## config.mk

```make
export PLATFORM = sky130hd
export DESIGN_NAME = int_source_ctrl
export DESIGN_NICKNAME = d
export VERILOG_FILES = /design/src/rtl/int_source_ctrl.sv
export SDC_FILE = /design/constraint.sdc
export NUM_CORES = 1
export LEC_CHECK = 0
export CAP_MARGIN = 10
export CORE_MARGIN = 3
export CORE_UTILIZATION = 53
export CTS_CLUSTER_SIZE = 20
export DETAILED_ROUTE_END_ITERATION = 10
export GPL_ROUTABILITY_DRIVEN = 0
export HOLD_SLACK_MARGIN = 0.02
export PLACE_DENSITY = 0.78
export SLEW_MARGIN = 20
export SYNTH_ARGS = -nofsm -noshare
export SYNTH_HDL_FRONTEND = slang
export SYNTH_SLANG_ARGS = --single-unit
```

## constraint.sdc

```tcl
create_clock -name clk -period 2.16 [get_ports clk]
set_clock_uncertainty 0.2 [all_clocks]
set_input_delay 0.432 -clock clk [delete_from_list [all_inputs] [get_ports clk]]
set_output_delay 0.432 -clock clk [all_outputs]
set_load 0.01 [all_outputs]
```

## src/rtl/int_source_ctrl.sv

```systemverilog
// Interrupt request source: four debounced board inputs become queued requests
// on IR0-IR3, each held until the CPU has acknowledged every queued event.
module int_source_ctrl #(
  parameter int DEBOUNCE_CYCLES = 16
) (
  input  logic       clk,
  input  logic       rst,
  input  logic [3:0] btn,
  input  logic       int_ack_valid,
  input  logic [1:0] int_ack_num,
  input  logic       ovf_clr,
  output logic [3:0] ir,
  output logic [7:0] pend_cnt,
  output logic [3:0] overflow
);

  localparam int SW = (DEBOUNCE_CYCLES > 1) ? $clog2(DEBOUNCE_CYCLES) : 1;
  localparam logic [SW-1:0] STAB_LAST = SW'(DEBOUNCE_CYCLES - 1);

  for (genvar g = 0; g < 4; g++) begin : g_chan
    logic          s1, s2, lvl;
    logic [SW-1:0] stab, stab_nxt;
    logic [1:0]    cnt, cnt_nxt;
    logic          ovf, ovf_nxt;
    logic          flip, evt, ack;

    // stab never needs to hold DEBOUNCE_CYCLES itself: the level flips on the
    // edge where it would get there, so D-1 is the last stored value.
    assign flip = (s2 != lvl) && (stab == STAB_LAST);
    assign evt  = flip && s2;
    assign ack  = int_ack_valid && (int_ack_num == 2'(g)) && (cnt != 2'd0);

    always_comb begin
      stab_nxt = '0;
      cnt_nxt  = cnt;
      ovf_nxt  = ovf;
      if (s2 != lvl && !flip) stab_nxt = stab + 1'b1;
      if (ovf_clr) ovf_nxt = 1'b0;
      if (evt && !ack) begin
        if (cnt == 2'd3) ovf_nxt = 1'b1;
        else             cnt_nxt = cnt + 2'd1;
      end else if (ack && !evt) begin
        cnt_nxt = cnt - 2'd1;
      end
    end

    always_ff @(posedge clk or negedge rst) begin
      if (!rst) begin
        s1   <= 1'b0;
        s2   <= 1'b0;
        lvl  <= 1'b0;
        stab <= '0;
        cnt  <= 2'd0;
        ovf  <= 1'b0;
      end else begin
        s1   <= btn[g];
        s2   <= s1;
        stab <= stab_nxt;
        cnt  <= cnt_nxt;
        ovf  <= ovf_nxt;
        if (flip) lvl <= s2;
      end
    end

    assign ir[g]               = (cnt != 2'd0);
    assign pend_cnt[2*g+1:2*g] = cnt;
    assign overflow[g]         = ovf;
  end

endmodule

```

---- Word-level counts from Yosys, hierarchy flattened ----
Cells that the tools add are included.
word-level totals
  word-level logic and storage cells ...... 136
  output and inout bits ................... 16
  register bits after elaboration ......... 40
  bits of input ports ..................... 10
cells by class
  equal/unequal tests ..................... 19
  multiplexer cells ....................... 28
  reduce and logical (&&, ||, !) cells .... 53
  $add $sub $neg .......................... 12
operators with widths
  operator                                          number
  logical AND 1 bit                                 28
  two-way mux 2 bit                                 12
  adder 4 x 1 -> 4 bit, second input constant       4
  == test 4 bit, second input constant              4
  two-way mux 4 bit                                 4
  nonzero test 2 bit                                8
  == test 2 bit, second input constant              6
  zero test 1 bit                                   12
  two-way mux 1 bit                                 12
  adder 2 x 1 -> 2 bit, second input constant       4
  != test 2 bit, second input constant              4
  AND reduction 2 bit                               4
  subtractor 2 x 1 -> 2 bit, second input constant  4
  != test 1 bit                                     4
  == test 2 x 1 -> 1 bit, second input constant     1
  zero test 2 bit                                   1

---- Longest topological paths before layout ----
Gate-level depths: netlist (run 1).
  depth in word-level cells ............... 7
  depth in mapped cells ................... 5
  gate-level depth less buffers ........... 5

---- Least setup slack after synthesis (run 1) ----
No wires, ideal clock.
  path type ............................... register -> register
  from .................................... register g_chan[3].stab[0]
  to ...................................... register g_chan[3].cnt[0]
  data arrival time ....................... 1.231 ns
  slack ................................... 0.601 ns
  stages on the path, launching flop included .. 6
  required time ........................... 1.832 ns
  library setup time ...................... 0.128 ns
  buffers on the path ..................... 0
  path through ............................ dfrtp_1 -> ha_1 -> nand3_2 -> or3_4 -> o211ai_2 -> o21ai_1
between the ends
  word-level cells in the longest chain between the ends .. 7
  elaborated cells between the ends (all ways) .. 10
  classes of those cells .................. eq/ne: 2; mux: 1; reduce/logical: 7
RTL lines
  element                               RTL line  text
  from (decl)                           22        logic [SW-1:0] stab, stab_nxt;
  from (signal assigned)                58        stab <= stab_nxt;
  == test 4 bit (*)                     29        assign flip = (s2 != lvl) && (stab == STAB_LAST);
  logical AND 1 bit (*)                 29
  logical AND 1 bit (*)                 30        assign evt = flip && s2;
  zero test 1 bit                       42        end else if (ack && !evt) begin
  logical AND 1 bit                     42
  nonzero test 2 bit (no source line)   n/a
  AND reduction 2 bit (no source line)  n/a
  to (signal assigned)                  59        cnt <= cnt_nxt;
  to (decl)                             23        logic [1:0] cnt, cnt_nxt;
Mark *: on every way between the ends. The rest lies on a longest branch, timed or not.
A chain may end at the register's enable or synchronous reset.

---- Final worst setup path (run 1) ----
  from .................................... register g_chan[1].cnt[1]
  to ...................................... output port pend_cnt[3]
RTL lines
  element                 RTL line  text
  from (decl)             23
  from (signal assigned)  59
  to (decl)               13        output logic [7:0] pend_cnt,
No word-level cell between the ends.

==> PnR_summary.wiki, run 1 <==
{| class="wikitable"
! Metric !! Value
|-
| Critical Path Fanout Max || 6
|-
| Clock buffers created by TritonCTS || 5
|-
| Pre-CTS WS || 100 ps
|-
| Register area share after synthesis || a little under three fifths
|-
| Async set-reset flop share out of synthesis || between 90% and 100%
|-
| CP Launch Point || g_chan[1].cnt[1]$_DFFE_PN0P_
|-
| Post-detailed-route DRC marker count || 0
|-
| H-tree depth || 2
|-
| Number of iterations in the first detailed-routing pass || 4
|-
| Number of maximum-capacitance violations || 0
|-
| Highest cell delay on the worst timing path || roughly 480 ps
|-
| End of the worst register-to-register path || g_chan[1].cnt[0]$_DFFE_PN0P_
|-
| Initial core utilization || approximately 57%
|-
| Max Transition Viols Final || 0
|-
| Wirelength per Cell || 13.3 um
|-
| Number of sinks driven by the clock tree || 40
|-
| Outcome || finished clean
|-
| Family of cells with the greatest summed delay on the critical path || buffers and inverters
|-
| Global-route usage over all layers || 18.8%
|-
| Critical Path Sink Type || output port
|-
| Worst-case clock buffer depth || 2
|-
| Horizontal die dimension || between 60 and 70 um
|-
| Total Wirelength || 3290 um
|-
| Leakage component of the power || a little over 1 nW
|-
| Maximum clock frequency || 0.494 GHz
|-
| Post-DP HPWL || about 2300 um
|-
| Number of enable flip-flop cells after synthesis || 0
|-
| Met2 routing resource usage after global routing || about a third
|-
| Antenna Nets Post-Route || 0
|-
| Instance count of the mapped netlist || 164
|-
| Most frequently used cell type in the post-synthesis netlist || sky130_fd_sc_hd__dfrtp_1
|-
| Die footprint || slightly above 0.004 mm^2
|-
| Final setup slack of the worst path || roughly 130 ps
|-
| Net count after synthesis || 178
|-
| Core area || around 0.0031 mm^2
|-
| Hold-critical path depth || 0
|-
| I/O Buffers || 25
|-
| Number of global-route vias before repair || ~1.3k
|-
| Wire length of the first global-routing pass || just under 6000 um
|-
| Vias per cell || about 5
|-
| Worst-path cell chain || buf_4, clkdlybuf4s50_1
|-
| Clock root buffer || sky130_fd_sc_hd__clkbuf_4
|-
| Antenna diodes || 0
|-
| Crit path kind || flop to output port
|-
| IR drop worst, VDD || around 0.5 mV
|-
| Count of buffering cells on the critical path with inverters included || 2
|-
| Critical path's slowest cell || sky130_fd_sc_hd__clkdlybuf4s50_1
|-
| Number of standard-cell rows in the floorplan || 20
|-
| Floorplan die height || roughly 64 um
|-
| Relative slew margins || around 70%
|-
| Proportion of netlist area held by the largest area contributor || 56.4%
|-
| Initial drt markers || 73
|-
| TritonCTS clock tree || built
|-
| Layout Area Growth over Synthesis || 23.8%
|-
| Count of cells along the worst register-to-register path || 5
|-
| Reg2reg setup slack || 490 ps
|-
| Routed via count || ~1.3k
|-
| Met3 Track Usage GR || around 5.8%
|-
| Final hold violation count || 0
|-
| Path type of the worst min-delay path || flop to flop
|-
| Overflow left after global routing || 0
|-
| Largest net degree at the start of global routing || 24
|-
| Dominant synthesized flop cell || sky130_fd_sc_hd__dfrtp_1
|-
| Sum Neg Setup Slack || 0 ps
|-
| Initial antenna violation count || 0
|-
| Power per unit of standard cell area || between 500 and 600 mW/mm^2
|-
| Leading area contributor after synthesis || sky130_fd_sc_hd__dfrtp_1
|-
| HP Start || g_chan[2].s1$_DFF_PN0_
|-
| Syn Std Cell Area || around 0.0018 mm^2
|-
| Transition at the pin with the smallest max-transition slack || approximately 450 ps
|-
| Setup repair after global routing missed its margin || false
|-
| Critical Path Source Type || flop
|-
| Library cells used by synthesis || 30
|-
| Ranking of synthesized cells by instance count || 40 x sky130_fd_sc_hd__dfrtp_1, 26 x sky130_fd_sc_hd__nor2_1, 9 x sky130_fd_sc_hd__inv_1, 9 x sky130_fd_sc_hd__nand3_1
|-
| Share of layout cells above drive strength 1 || between 15 and 20%
|-
| Reg-to-reg critical path startpoint || g_chan[1].stab[0]$_DFF_PN0_
|-
| Worst skew pair latency || between 300 and 400 ps
|-
| Io pins || 26
|-
| Final Power || about 1.3 mW
|-
| Fin nets || 216
|-
| CP arrival || roughly 1400 ps
|-
| Most used routing layer || met2
|-
| Shortest clock period the worst path allows after layout || roughly 2000 ps
|-
| Met1 usage || between 20 and 25%
|-
| Top area cells in the synthesized netlist || sky130_fd_sc_hd__dfrtp_1 56%, sky130_fd_sc_hd__nor2_1 5.5%, sky130_fd_sc_hd__xnor2_1 3.9%
|-
| Per-instance average area after synthesis || around 11 um^2
|-
| Clock slew seen by the registers of the worst setup and hold paths || around 110 ps
|-
| Number of synthesized register bits || 40
|-
| Req. time, crit path || 1530 ps
|-
| Endpoint with the worst hold slack || g_chan[2].s2$_DFF_PN0_
|-
| Final worst path period share || between 90% and 100%
|-
| Total of endpoints with negative setup slack in the final report || 0
|-
| YS warnings || 0
|}
-- state kept, by name, indices dropped and copies added (netlist names) --
signal and flops:
g_chan.cnt 8, g_chan.s1 4, g_chan.stab 16, g_chan.s2 4
g_chan.ovf 4, g_chan.lvl 4
-- power breakdown --
group | switching (mW) | internal (mW) | leakage, nW | total, mW
sequential | 0.0181 | 0.774 | 0.525 | 0.792
clock | 0.230 | 0.161 | 0.0326 | 0.390
combinational | 0.0512 | 0.0437 | 0.451 | 0.0948
total | 0.299 | 0.979 | 1.01 | 1.28
-- routing by layer --
metal  wire [um]  up-vias  share of wire [%]
li1            -      620                  -
met1        1320      609                 40
met2        1760       29                 53
met3         143        7                4.3
met4          75        0                2.3
met5           0        -                  0
-- layout make-up --
cell class	instances	area [um^2]
clock buffer	8	58.8
sequential	40	1000
multi-input combinational	111	709
timing repair buffer	35	334
inverter	9	33.8
tap	44	55.1
fill	242	932
-- worst max-delay path by stage --
stage | depth (start not counted) | to | slack [ps]
floorplan | 5 | g_chan[3].cnt[0]$_DFFE_PN0P_ | 600
global placement | 5 | g_chan[1].cnt[0]$_DFFE_PN0P_ | 150
detailed placement | 5 | g_chan[1].cnt[0]$_DFFE_PN0P_ | 100
CTS | 2 | ir[2] | 10
global route | 2 | pend_cnt[0] | 60
finish | 2 | pend_cnt[3] | 130
-- cell families after synthesis --
family	synth area share, %
flops	56.4
simple gates	20.3
compound gates	6.35
fa+ha+maj	2.82
xor+xnor	7.41
mux	3.10
buf+inv	3.60
-- what timing repair did --
item / in CTS / in global routing
hold buffers: 1 / 0
gates resized for setup: 6 / 1
endpoints found under the hold margin: 17 / 0
setup buffers: 7 / 0
endpoints found under the setup margin: 4 / 1
pin swaps: 0 / 0
-- layout by cell type, fill, tap and decap left out, drive strengths merged, types with 2 or more instances in the layout --
master         count
ha                 4
nor2              26
nand2b             8
xor2               7
nor4               2
nand2              6
dfrtp             40
xnor2              8
o22ai              3
nand3             11
inv                9
nor3               3
a21oi              5
mux2               4
dlygate4sd2        3
or2                5
clkbuf             8
clkdlybuf4s50     20
buf               10
o21ai              9
and3b              2
-- worst register-to-register path, stage by stage, from the launching register on --
cell                      delay, ps
sky130_fd_sc_hd__dfrtp_1        400
sky130_fd_sc_hd__ha_1           210
sky130_fd_sc_hd__nand3_2        140
sky130_fd_sc_hd__nor3_2         250
sky130_fd_sc_hd__mux2i_1        120
sky130_fd_sc_hd__o221a_1        250
-- metrics by stage --
stage                     area [um^2]  utilization [%]  cells  hold slack [ps]
after floorplan                  1770                -    164            -63.6
after global placement           2070             66.2    231              133
after detailed placement         2070             66.2    231              140
after CTS                        2190             70.1    247              165
after global routing             2200             70.2    247              165
final                            2200             70.2    247              159
No activity file was read; power rests on OpenSTA's default activity.
==> run 2, diff against run 1 <==
- CAP_MARGIN: 10 -> not set
- CORE_ASPECT_RATIO: not set -> 0.6
- REMOVE_ABC_BUFFERS: not set -> 1
==> run 2 against run 1 <==
Die area is 0.55% higher. Worst hold slack got worse by 8.3 ps. Worst setup slack improved by 43 ps. Utilization grew 2.0 points. Global-route usage is 0.88 points lower. Non-clock buffer count down 6. Critical path depth unchanged. Design area shrank 0.63%. Register-to-register slack worse by 30 ps. First-iteration DRC count decreased by 29%. Highest routed layer unchanged. Power rose by 7.5%.
==> PnR_summary.wiki, run 2 (synthesis results as in run 1) <==
{| class="wikitable"
! Metric !! Value
|-
| Critical Path Sink Type || output port
|-
| Clock slew seen by the registers of the worst setup and hold paths || ~70 ps
|-
| Reg area || a little over 0.001 mm^2
|-
| HP Start || g_chan[2].s1$_DFF_PN0_
|-
| Reg-to-reg critical path startpoint || g_chan[3].stab[0]$_DFF_PN0_
|-
| Clock root buffer || sky130_fd_sc_hd__clkbuf_8
|-
| Number of global-route vias before repair || approximately 1.2k
|-
| Post-DP HPWL || roughly 2400 um
|-
| Count of cells along the worst register-to-register path || 5
|-
| Final worst path period share || 91.8%
|-
| Initial antenna violation count || 0
|-
| Core occupancy in the finished layout || around 72%
|-
| Reg2reg setup slack || around 460 ps
|-
| Critical Path Source Type || flop
|-
| Max Transition Viols Final || 0
|-
| Antenna diodes || 0
|-
| Number of iterations in the first detailed-routing pass || 4
|-
| H-tree depth || 2
|-
| Inst Count DP || about 230
|-
| Number of maximum-capacitance violations || 0
|-
| Req. time, crit path || 1530 ps
|-
| Sum Neg Setup Slack || 0 ps
|-
| Pre-CTS WS || ~34 ps
|-
| Critical Path Fanout Max || 7
|-
| Wire length of the first global-routing pass || approximately 5400 um
|-
| Io pins || 26
|-
| Number of sinks driven by the clock tree || 40
|-
| Hold-critical path depth || 0
|-
| Largest net degree at the start of global routing || between 40 and 50
|-
| Fin nets || between 200 and 250
|-
| IR drop worst, VDD || around 0.42 mV
|-
| Layout Area Growth over Synthesis || 23.0%
|-
| CP Launch Point || g_chan[1].cnt[0]$_DFFE_PN0P_
|-
| Reg with most FFs || g_chan.stab
|-
| Power per unit of standard cell area || roughly 630 mW/mm^2
|-
| Clock buffers created by TritonCTS || 5
|-
| Layout filler cell count || 209
|-
| Crit path kind || flop to output port
|-
| Multi-input gate area in the final layout || slightly above 700 um^2
|-
| Antenna Nets Post-Route || 0
|-
| Horizontal die dimension || slightly above 80 um
|-
| I/O Buffers || 25
|-
| Share of layout cells above drive strength 1 || between 10% and 20%
|-
| Core area || roughly 0.0030 mm^2
|-
| Final hold violation count || 0
|-
| Leakage component of the power || between 1 and 1.5 nW
|-
| Total Wirelength || between 3000 and 4000 um
|-
| Relative slew margins || 68.0%
|-
| Die footprint || a little over 0.004 mm^2
|-
| Floorplan die height || a little over 50 um
|-
| Outcome || finished clean
|-
| TritonCTS clock tree || built
|-
| Vias per cell || a little over 5
|-
| Final setup slack of the worst path || 178 ps
|-
| Shortest clock period the worst path allows after layout || around 2000 ps
|-
| Overflow left after global routing || 0
|-
| Post-detailed-route DRC marker count || 0
|-
| Initial core utilization || between 50% and 60%
|-
| Maximum clock frequency || roughly 0.5 GHz
|-
| Worst skew pair latency || around 280 ps
|-
| Post-Layout Cell Count || 239
|-
| Total of endpoints with negative setup slack in the final report || 0
|-
| Endpoint with the worst hold slack || g_chan[2].s2$_DFF_PN0_
|-
| Initial drt markers || 52
|-
| Minimum hold slack || 151 ps
|-
| Global-route usage over all layers || around 18%
|-
| Most common cell after layout, fill and taps aside || sky130_fd_sc_hd__dfrtp_1
|-
| Top Registers || g_chan.stab: 16 flops, g_chan.cnt: 8 flops
|-
| CP arrival || between 1000 and 1500 ps
|-
| Wirelength per Cell || 13.2 um
|-
| Routed via count || 1225
|-
| Worst-case clock buffer depth || 2
|-
| Leading cell types in the layout, fill and taps excluded || 34 x sky130_fd_sc_hd__dfrtp_1, 26 x sky130_fd_sc_hd__nor2_1, 20 x sky130_fd_sc_hd__clkdlybuf4s50_1
|-
| End of the worst register-to-register path || g_chan[3].cnt[0]$_DFFE_PN0P_
|-
| Number of standard-cell rows in the floorplan || 15
|-
| Max reg flops || 16
|-
| Transition at the pin with the smallest max-transition slack || between 400 and 500 ps
|-
| Setup repair after global routing missed its margin || false
|-
| Path type of the worst min-delay path || flop to flop
|}
-- run 2: stage by stage --
step / area (um^2) / power [mW]
6_report: 2180 / 1.37
5_1_grt: 2180 / 1.45
4_1_cts: 2160 / 1.39
3_5_place_dp: 2050 / 0.898
3_3_place_gp: 2050 / 0.889
2_1_floorplan: 1740 / 0.850
-- run 2: critical path: stages, from the launching register on --
cell and delay, ps:
sky130_fd_sc_hd__dfrtp_2 370, sky130_fd_sc_hd__buf_4 160, sky130_fd_sc_hd__clkdlybuf4s50_1 540
-- run 2: cell type report --
class	count	share of cell area, %
flip-flops and latches	40	46.2
multi-input cells	111	32.5
repair buffers	29	13.2
clock buffers	8	4.13
well taps	42	2.41
inverters	9	1.55
-- run 2: worst max-delay path by stage --
stage / to / slack (ps) / depth (start not counted)
final: pend_cnt[2] / 180 / 2
after global routing: pend_cnt[2] / 110 / 2
after CTS: ir[1] / 5 / 2
after detailed placement: g_chan[1].cnt[0]$_DFFE_PN0P_ / 30 / 5
after global placement: g_chan[1].cnt[0]$_DFFE_PN0P_ / 160 / 5
after floorplan: g_chan[3].cnt[0]$_DFFE_PN0P_ / 600 / 5
-- run 2: repair_timing --
action                                  in CTS  in global routing
hold buffers                                 1                  0
endpoints found under the setup margin       2                  4
resized for setup                            3                  7
endpoints found under the hold margin       27                  0
pin swaps                                    0                  0
setup buffers                                1                  1
-- run 2: power breakdown --
group	internal (mW)	total [mW]	switching, mW
Clock	0.260	0.490	0.230
Combinational	0.0414	0.0905	0.0491
Sequential	0.774	0.793	0.0183
-- run 2: layer usage --
layer | vias up | GRT usage (%) | share of wire [%]
li1 | 607 | - | -
met1 | 587 | 22.2 | 44
met2 | 26 | 30.6 | 49
met3 | 5 | 5.28 | 5.7
met4 | 0 | 5.06 | 1.0
met5 | - | 0 | 0
==> run 3, diff against run 2 <==
- SLEW_MARGIN: 20 -> not set
==> results of run 3 <==
No change in the layout: final DEF, timing and power equal those of run 2.
